<file path="src/rtl/ahb_burst_sequencer.sv">
// Master-side AHB burst sequencer: takes one burst command, arbitrates for the bus,
// drives the address/control phases and reports data-phase and burst completion.
module ahb_burst_sequencer #(
   parameter int ADDR_W = 32,
   parameter int LEN_W  = 5
) (
   input  logic              Hclk,
   input  logic              Hreset,
   input  logic              cmd_valid,
   output logic              cmd_ready,
   input  logic [ADDR_W-1:0] cmd_addr,
   input  logic [2:0]        cmd_burst,
   input  logic [2:0]        cmd_size,
   input  logic              cmd_write,
   input  logic [LEN_W-1:0]  cmd_len,
   input  logic              Hgrant,
   input  logic              Hready,
   output logic              Hbusreq,
   output logic [1:0]        Htrans,
   output logic [ADDR_W-1:0] Haddr,
   output logic [2:0]        Hburst,
   output logic [2:0]        Hsize,
   output logic              Hwrite,
   output logic              beat_done,
   output logic              burst_done
);

   typedef enum logic [1:0] {S_IDLE, S_REQ, S_ADDR, S_LAST} state_t;

   localparam logic [1:0] TR_IDLE   = 2'b00;
   localparam logic [1:0] TR_NONSEQ = 2'b10;
   localparam logic [1:0] TR_SEQ    = 2'b11;

   state_t              state_q, state_d;
   logic [ADDR_W-1:0]   addr_q, addr_d;
   logic [ADDR_W-1:0]   wmask_q, wmask_d;
   logic [2:0]          burst_q, burst_d;
   logic [2:0]          size_q, size_d;
   logic                write_q, write_d;
   logic                wrap_q, wrap_d;
   logic                nonseq_q, nonseq_d;
   logic                pend_q, pend_d;
   logic [4:0]          rem_q, rem_d;
   logic [4:0]          cmd_beats;

   function automatic logic [4:0] beat_count(input logic [2:0] burst, input logic [LEN_W-1:0] len);
      logic [4:0] n;
      case (burst)
         3'b000:         n = 5'd1;
         3'b001: begin
            if (32'(len) == 32'd0)     n = 5'd1;
            else if (32'(len) > 32'd16) n = 5'd16;
            else                        n = 5'(len);
         end
         3'b010, 3'b011: n = 5'd4;
         3'b100, 3'b101: n = 5'd8;
         default:        n = 5'd16;
      endcase
      return n;
   endfunction

   // Wrapping bursts keep the upper address bits fixed and roll the low bits inside the
   // B-byte window; the window survives an INCR re-issue after early termination.
   function automatic logic [ADDR_W-1:0] next_addr(input logic [ADDR_W-1:0] addr,
                                                   input logic [2:0] size,
                                                   input logic wrap,
                                                   input logic [ADDR_W-1:0] mask);
      logic [ADDR_W-1:0] sum;
      sum = addr + (ADDR_W'(1) << size);
      if (wrap) return (addr & ~mask) | (sum & mask);
      return sum;
   endfunction

   assign cmd_beats = beat_count(cmd_burst, cmd_len);

   always_comb begin
      state_d  = state_q;
      addr_d   = addr_q;
      wmask_d  = wmask_q;
      burst_d  = burst_q;
      size_d   = size_q;
      write_d  = write_q;
      wrap_d   = wrap_q;
      nonseq_d = nonseq_q;
      rem_d    = rem_q;
      pend_d   = pend_q;

      if (state_q == S_ADDR && Hready) pend_d = 1'b1;
      else if (Hready)                 pend_d = 1'b0;

      case (state_q)
         S_IDLE: begin
            if (cmd_valid) begin
               state_d  = S_REQ;
               addr_d   = cmd_addr;
               burst_d  = cmd_burst;
               size_d   = cmd_size;
               write_d  = cmd_write;
               rem_d    = cmd_beats;
               wrap_d   = (cmd_burst == 3'b010) || (cmd_burst == 3'b100) || (cmd_burst == 3'b110);
               wmask_d  = (ADDR_W'(cmd_beats) << cmd_size) - ADDR_W'(1);
               nonseq_d = 1'b1;
            end
         end
         S_REQ: begin
            if (Hgrant && Hready) state_d = S_ADDR;
         end
         S_ADDR: begin
            if (Hready) begin
               rem_d    = rem_q - 5'd1;
               addr_d   = next_addr(addr_q, size_q, wrap_q, wmask_q);
               nonseq_d = 1'b0;
               if (rem_q == 5'd1) begin
                  state_d = S_LAST;
               end else if (!Hgrant) begin
                  state_d  = S_REQ;
                  burst_d  = 3'b001;
                  nonseq_d = 1'b1;
               end
            end
         end
         default: begin
            if (Hready) state_d = S_IDLE;
         end
      endcase
   end

   always_ff @(posedge Hclk or posedge Hreset) begin
      if (Hreset) begin
         state_q  <= S_IDLE;
         addr_q   <= '0;
         wmask_q  <= '0;
         burst_q  <= '0;
         size_q   <= '0;
         write_q  <= 1'b0;
         wrap_q   <= 1'b0;
         nonseq_q <= 1'b0;
         rem_q    <= '0;
         pend_q   <= 1'b0;
      end else begin
         state_q  <= state_d;
         addr_q   <= addr_d;
         wmask_q  <= wmask_d;
         burst_q  <= burst_d;
         size_q   <= size_d;
         write_q  <= write_d;
         wrap_q   <= wrap_d;
         nonseq_q <= nonseq_d;
         rem_q    <= rem_d;
         pend_q   <= pend_d;
      end
   end

   assign cmd_ready  = (state_q == S_IDLE) && !Hreset;
   assign Hbusreq    = (state_q == S_REQ) || (state_q == S_ADDR);
   assign Htrans     = (state_q != S_ADDR) ? TR_IDLE : (nonseq_q ? TR_NONSEQ : TR_SEQ);
   assign Haddr      = addr_q;
   assign Hburst     = burst_q;
   assign Hsize      = size_q;
   assign Hwrite     = write_q;
   assign beat_done  = pend_q && Hready;
   assign burst_done = (state_q == S_LAST) && Hready;

endmodule

</file>
<file path="config.mk">
export PLATFORM = sky130hd
export DESIGN_NAME = ahb_burst_sequencer
export DESIGN_NICKNAME = d
export VERILOG_FILES = /design/src/rtl/ahb_burst_sequencer.sv
export SDC_FILE = /design/constraint.sdc
export NUM_CORES = 1
export LEC_CHECK = 0
export CAP_MARGIN = 40
export CELL_PAD_IN_SITES_DETAIL_PLACEMENT = 0
export CELL_PAD_IN_SITES_GLOBAL_PLACEMENT = 2
export CORE_ASPECT_RATIO = 0.6
export CORE_MARGIN = 4
export CORE_UTILIZATION = 33
export CTS_CLUSTER_SIZE = 25
export DETAILED_ROUTE_END_ITERATION = 8
export HOLD_SLACK_MARGIN = 0.12
export PLACE_DENSITY_LB_ADDON = 0.1
export REMOVE_ABC_BUFFERS = 1
export SLEW_MARGIN = 20
export SYNTH_ARGS = -nofsm -noshare
export SYNTH_HDL_FRONTEND = slang
export SYNTH_SLANG_ARGS = --single-unit
</file>
<file path="constraint.sdc">
create_clock -name Hclk -period 4.2 [get_ports Hclk]
set_input_delay 0.84 -clock Hclk [delete_from_list [all_inputs] [get_ports Hclk]]
set_output_delay 0.84 -clock Hclk [all_outputs]
set_load 0.03 [all_outputs]
</file>
==> results.md <==
Worst setup path:
- The critical path startpoint category is an input port.
- The worst path arrival time is 3.90 ns.
- The signal on the critical path passes through clkdlybuf4s50_1 > inv_1 > o31ai_2 > o211ai_1 > nand2_2 > a41oi_2 > or4_4 > mux2_4 > or3_1.
- The worst setup path is captured at a flip-flop.
- Data on the critical path is required at its endpoint by 4.40 ns.
- Along the worst path, the maximum fanout reaches 8.
- The largest incremental delay on the critical path is 0.60 ns.
- On the critical path, the stage with the largest delay is an instance of clkdlybuf4s50_1.
- By startpoint and endpoint, the worst setup path is classified as input port to flip-flop.

STA:
- At the pin with the least slew margin, the transition time is 0.8388 ns.
- The count of endpoints failing hold in the final timing report is 0.
- Setup repair after global routing left no endpoint under its margin.
- The final critical path takes up 88.00% of the cycle.
- The headroom to the max-slew limit is 43.94%.
- The minimum period implied by the final worst setup slack is 3.696 ns.
- The timing-limited maximum frequency is 270.6 MHz.
- The final clock skew is 0.009135 ns.
- The total setup violations reported at the end of the flow is 0.
- The number of pins with negative max-slew slack in the final report is 0.
- The post-route worst setup slack is 0.5039 ns.
- For the final routed database, the setup TNS stands at 0 ns.

Finish:
- The fraction of layout instances using a drive strength above 1 is 7.185%.
- After the last flow step, the layout net total stands at 744.
- In the final layout, the multi-input gates occupy 0.002838 mm^2.
- The fill cell instance count of the final layout is 1454.
- The area growth from synthesis to layout is 29.96%.
- The repair_antennas step left the layout with diodes totalling 0.
- Across the whole layout, storage elements account for 0.001802 mm^2.

Power and ir drop:
- The worst-case IR drop observed on VDD is 0.2907 mV.
- The leakage power is 2.749 nW.
- Combinational cells account for 55.7% of the total power.
- Summed over all nets, the switching power comes to 2.333 mW.
- Net switching is 48.06% of the power.
- Per report_power, the clock group accounts for 16.0% of the total.
- The fraction of power consumed by sequential logic is 28.3%.
- The cell-internal power is 2.521 mW.
- Power spread over the standard cell area amounts to 767.7 mW/mm^2.

Global routing:
- The total global routing track utilization is 20.26%.
- Global routing finished with a remaining overflow of 0.
- The first-pass GRT wire length is 26.34 mm.
- Entering global routing, the biggest net connects 39 pins.
- The number of antenna violations at the first check in global routing came to 0.
- The via count of the first global-routing pass was 4653.

Worst hold path:
- The tightest min-delay check is of the flip-flop to flip-flop type.

Run status:
- The flow ran to the end, and the final reports show no timing, DRC or antenna violations.

CTS:
- The clock drives 72 sinks.
- No sink is reached through more buffers than the 2 on the longest clock path.
- Once the clock tree was built, the setup fixing pass inserted 0 buffers.
- The H-tree generated during clock tree synthesis spans 3 levels.
- After clock tree synthesis, the clock-pin slew on the worst setup and hold paths is 0.06 ns.
- The number of buffers added to fix hold violations after cts is 0.
- The number of gates given a new drive strength after cts is 0.
- TritonCTS built the clock tree.
- Clock tree synthesis inserted a total of 9 buffers.
- The tree is rooted in a clkbuf_16.
- The clock network latency to the later pin of the worst-skew pair is 0.33 ns.

Detailed routing:
- The total met3 wirelength after detailed routing is 791 um.
- The met1 layer wirelength in the final routing is 9.004 mm.
- The number of vias in the routed layout is 4796.
- The top layer reached by signal wires is met4.
- The number of design rule violations left after detail routing is 0.
- Using the TritonRoute via totals, the vias-per-cell ratio works out to 5.450.
- For this block, the routed nets add up to 16.66 mm of wire.
- Dividing the detail-routed wire length by the instance count gives 18.93 um.
- The number of iterations in the first detailed-routing pass is 5.
- The number of DRC violations after detailed-routing iteration 0 is 384.
- After detailed routing, the met2 layer carries 6.751 mm of wire.
- In this run the remaining antenna-violating nets after routing total 0.

Place:
- The congestion estimate from routability-driven global placement came to 0.8553.
- Detailed placement finished with a half-perimeter wire length of 12.22 mm.
- The number of I/O port buffers is 93.
- The worst-case setup slack after placement is 0.1594 ns.

Synth:
- The mean post-synth cell area is 8.233 um^2.
- The fraction of the yosys area taken by sequential cells is 37.03%.
- Counting flops and latches in the post-synthesis netlist gives 72.
- The fraction of registers with async set/reset is 100.0%.
- Summing every instance area after synthesis gives 0.004866 mm^2.
- The warning count from the yosys run is 0.
- After technology mapping, the gate count stands at 591.
- The synthesized design contains 0 enable-type register cells.
- Among all flip-flop cells after synthesis, the most frequent one is dfrtp_1.
- Counting distinct cell types in the post-synthesis netlist gives 67.

Floorplan:
- The top-level port count is 94.
- Measured along the x axis, the die boundary spans 164.8 um.
- The chip height is 102.1 um.
- The floorplan step defined a die boundary enclosing 0.01682 mm^2.
- In this run the standard cell core region covers 0.01446 mm^2.
- After floorplanning, the core was divided into 34 placement rows.
- The effective utilization at floorplan is 33.64%.

Flow run:
- The number of max-capacitance violations reported is 0.
worst paths after layout:
kind	slack [ns]	to	depth (start not counted)	start
worst max register to register	0.82	flip-flop	12	Hsize[2]$_DFFE_PP0P_
worst min register to register	0.49	wmask_q[5]$_DFFE_PP0P_	2	wmask_q[5]$_DFFE_PP0P_
worst min-delay path	0.49	wmask_q[5]$_DFFE_PP0P_	2	wmask_q[5]$_DFFE_PP0P_
min in group asynchronous	0.90	rem_q[2]$_DFFE_PP0P_	2	Hreset
max in group asynchronous	2.50	Hwrite$_DFFE_PP0P_	3	Hreset
worst max-delay path	0.50	wmask_q[10]$_DFFE_PP0P_	9	cmd_burst[0]
through the flow:
| stage | hold slack (ns) | total power [mW] | utilization (%) | instances | instance area (um^2) |
|---|---|---|---|---|---|
| after global placement | 0.4608 | 4.039 | 41.66 | 864 | 6026 |
| after detailed placement | 0.4750 | 4.078 | 41.66 | 864 | 6026 |
| final | 0.4867 | 4.855 | 43.72 | 880 | 6324 |
| after floorplan | 0.4477 | 2.992 | - | 561 | 4748 |
| after global routing | 0.5005 | 5.260 | 43.72 | 880 | 6324 |
| after CTS | 0.4900 | 4.880 | 43.72 | 880 | 6324 |
cells in the mapped netlist (11+ instances only):
cell type  count  area share [%]
nor2_1        46             3.5
xnor2_1       11             2.0
ha_1          17             4.4
and2_1        11             1.4
nor3_1        11             1.1
o21ai_0       89             9.2
inv_1         29             2.2
a31oi_1       12             1.5
nand2_1       59             4.6
and3_1        17             2.2
dfrtp_1       72              37
clkbuf_1      26             2.0
a21oi_1       45             4.6
layout by cell type, fill, tap and decap left out, drive strengths merged, types with 12 or more instances in the layout:
cell type,count
nand2,60
ha,17
buf,13
o21ai,90
a31oi,12
clkdlybuf4s50,92
nor2,46
dfrtp,72
a21oi,46
and3,17
inv,31
critical path: cells and delay by family:
family,cells,cell delay [ns]
buffers and inverters,2,0.75
AOI/OAI and AO/OA,3,0.91
and+or+nand+nor,3,1.08
muxes,1,0.30
layout make-up:
type | instances | area share, %
timing repair buffer | 105 | 16.11
clock inverter | 6 | 1.088
tap | 198 | 3.918
clock buffer | 10 | 3.621
multi-input combinational | 457 | 44.88
inverter | 32 | 1.899
sequential | 72 | 28.49
cells by family after synthesis:
family | count (synthesis) | share of synthesized area, %
adder cells (fa/ha/maj) | 18 | 4.783
XOR/XNOR | 16 | 2.880
AO/OA/AOI/OAI | 216 | 27.15
flip-flops | 72 | 37.03
buffers and inverters | 62 | 4.885
AND/OR/NAND/NOR | 190 | 19.21
multiplexers | 17 | 4.063
power groups by stage:
stage | Combinational (mW) | Sequential [mW] | Clock [mW]
final | 2.70 | 1.38 | 0.776
after global routing | 3.00 | 1.43 | 0.826
after CTS | 2.71 | 1.37 | 0.798
after detailed placement | 2.70 | 1.38 | 0
after global placement | 2.67 | 1.37 | 0
after floorplan | 1.37 | 1.63 | 0
routing by layer:
| metal | vias up | global-route usage, % |
|---|---|---|
| met5 | - | 0 |
| met4 | 0 | 3.642 |
| met3 | 11 | 2.942 |
| met2 | 132 | 28.34 |
| met1 | 2332 | 32.88 |
| li1 | 2321 | - |
No activity file was read; power rests on OpenSTA's default activity.
==> RTL change (same flow settings) <==
Re-encode `state_t` (4 states) as one-hot, 4 bits wide.
--- a/src/rtl/ahb_burst_sequencer.sv
+++ b/src/rtl/ahb_burst_sequencer.sv
@@ -27,3 +27,3 @@
 
-   typedef enum logic [1:0] {S_IDLE, S_REQ, S_ADDR, S_LAST} state_t;
+   typedef enum logic [3:0] {S_IDLE = 4'b0001, S_REQ = 4'b0010, S_ADDR = 4'b0100, S_LAST = 4'b1000} state_t;
 
Behaviour: no difference found for any inputs over 4 cycles, from zero or initial values and one cycle with Hreset high; so few cycles prove little.
==> RTL change against the unedited design <==
Routed wire length up 0.35%. Power down 0.84%. Via count up 3.8%. Critical endpoint unchanged. Sequential share of layout area down 0.63 points. Sequential cell count up 2. Synthesized area up 6.1%. Design area up 5.2%. Combinational power down 7%. Worst setup slack better by 260 ps. Clock skew down 1.9 ps. Non-clock buffer count up 4. Critical path depth up 1.
==> RTL change: results (changes against the unedited design) <==
Layout
  – Non-clock buffering overhead: 0.160 (was 0.161)
  – Fill count: 1,559 (was 1,454)
  – Fin nets: 774 (was 744)
  – Bufs w/o clock: 109 (was 105)
  – #MultiIn Comb: 495 (was 457)
  – Logic inverters: 23 (was 32)
  – Multi-input gate share of the layout cell area: 0.459 (was 0.449)
  – Ratio of cells with drive above 1 in the final layout: 0.0893 (was 0.0718)
  – # clk buffers: 9 (was 10)
  – Reg area: 1850 um2 (was 1800 um2)

Route
  – Met3 WL: 1070 um (was 791 um)
  – Metal2 WL: 6570 um (was 6750 um)
  – Drt wl/cell: 18.2 um (was 18.9 um)
  – Met1 wire length: 8930 um (was 9000 um)
  – First-pass detailed-route iteration total: 5 (unchanged)
  – 1st-iter DRT viols: 366 (was 384)

Synth
  – Synth cell count leaders: 73 x dfrtp_1, 66 x nand2_1, 66 x o21ai_0, 54 x nor2_1, 46 x a21oi_1 (was 89 x o21ai_0, 72 x dfrtp_1, 59 x nand2_1, 46 x nor2_1, 45 x a21oi_1)
  – Post-synthesis compound-gate area fraction: 0.270 (was 0.272)
  – Post-Synth XOR/XNOR Area: 0.0170 (was 0.0288)
  – Sequential area share after synthesis: 0.359 (was 0.370)
  – Mux cell area share after synthesis: 0.0145 (was 0.0406)
  – Post-synthesis adder-cell area fraction: 0.0329 (was 0.0478)

Global route
  – Largest net degree at the start of global routing: 75 (was 39)
  – All-Layer GR Usage: 0.191 (was 0.203)
  – Met2 usage in global routing: 0.258 (was 0.283)
  – Grt met1 use: 0.303 (was 0.329)
  – Global-route wire length before repair: 27,000 um (was 26,300 um)
  – Vias in the first global route: 4,939 (was 4,653)

Clock network
  – Clock sinks: 74 (was 72)
  – Clk_lat worst skew: 350 ps (was 330 ps)
  – Clk slew on worst S/H paths: 60 ps (about the same)
  – Postcts setup bufs: 0 (unchanged)

Power and ir drop
  – Max VDD drop: 0.309 mV (was 0.291 mV)
  – Leakage: 2.86 nW (was 2.75 nW)
  – Switching power: 2.19 mW (was 2.33 mW)

Hold path
  – Min-delay src: wmask_q[7] (was wmask_q[5])
  – Hold WC Path Type: register to register (unchanged)
  – Hold worst-path end: wmask_q[7] (was wmask_q[5])

Run status
  – Status: completed (unchanged)

Timing
  – Slew HR: 0.469 (was 0.439)
  – Final Hold Viols: 0 (unchanged)
  – Final hold slack: 475 ps (was 487 ps)
  – Clock Skew: 7.21 ps (was 9.14 ps)

Critical path
  – Top delay family on crit path: compound AO/OA/AOI/OAI gates (was simple AND/OR/NAND/NOR gates)
  – Worst Path Arrival: 3660 ps (was 3900 ps)
  – Reg2reg path depth: 13 (was 12)
  – CP max FO: 13 (was 8)
  – CP max stage delay: 640 ps (was 600 ps)
  – FF-to-FF Start: Hsize[1] (was Hsize[2])

Placed design
  – GP Congestion: 0.861 (was 0.855)
  – Post-DP HPWL: 12,300 um (was 12,200 um)
RTL change: worst max-delay path by stage:
stage | startpoint | end | slack (ps)
after floorplan | state_q[1] | Htrans[0] | 1130
after global placement | cmd_burst[2] | wmask_q[10] | 500
after detailed placement | cmd_burst[2] | wmask_q[10] | 400
after CTS | cmd_burst[2] | wmask_q[10] | 760
after global routing | cmd_burst[2] | wmask_q[10] | 530
final | cmd_burst[2] | wmask_q[10] | 770
RTL change: metrics by stage:
stage | setup WS [ps] | area [um2] | cells
floorplan | 1130 | 4980 | 592
global placement | 501 | 6310 | 904
detailed placement | 405 | 6310 | 904
CTS | 762 | 6650 | 920
global route | 528 | 6650 | 920
finish | 767 | 6650 | 920
RTL change: power groups by stage:
stage | Sequential (mW) | Combinational [mW] | Clock [mW]
detailed placement | 1.39 | 2.52 | 0
global route | 1.44 | 2.79 | 0.959
floorplan | 1.66 | 1.25 | 0
CTS | 1.38 | 2.53 | 0.935
global placement | 1.37 | 2.49 | 0
finish | 1.38 | 2.52 | 0.911
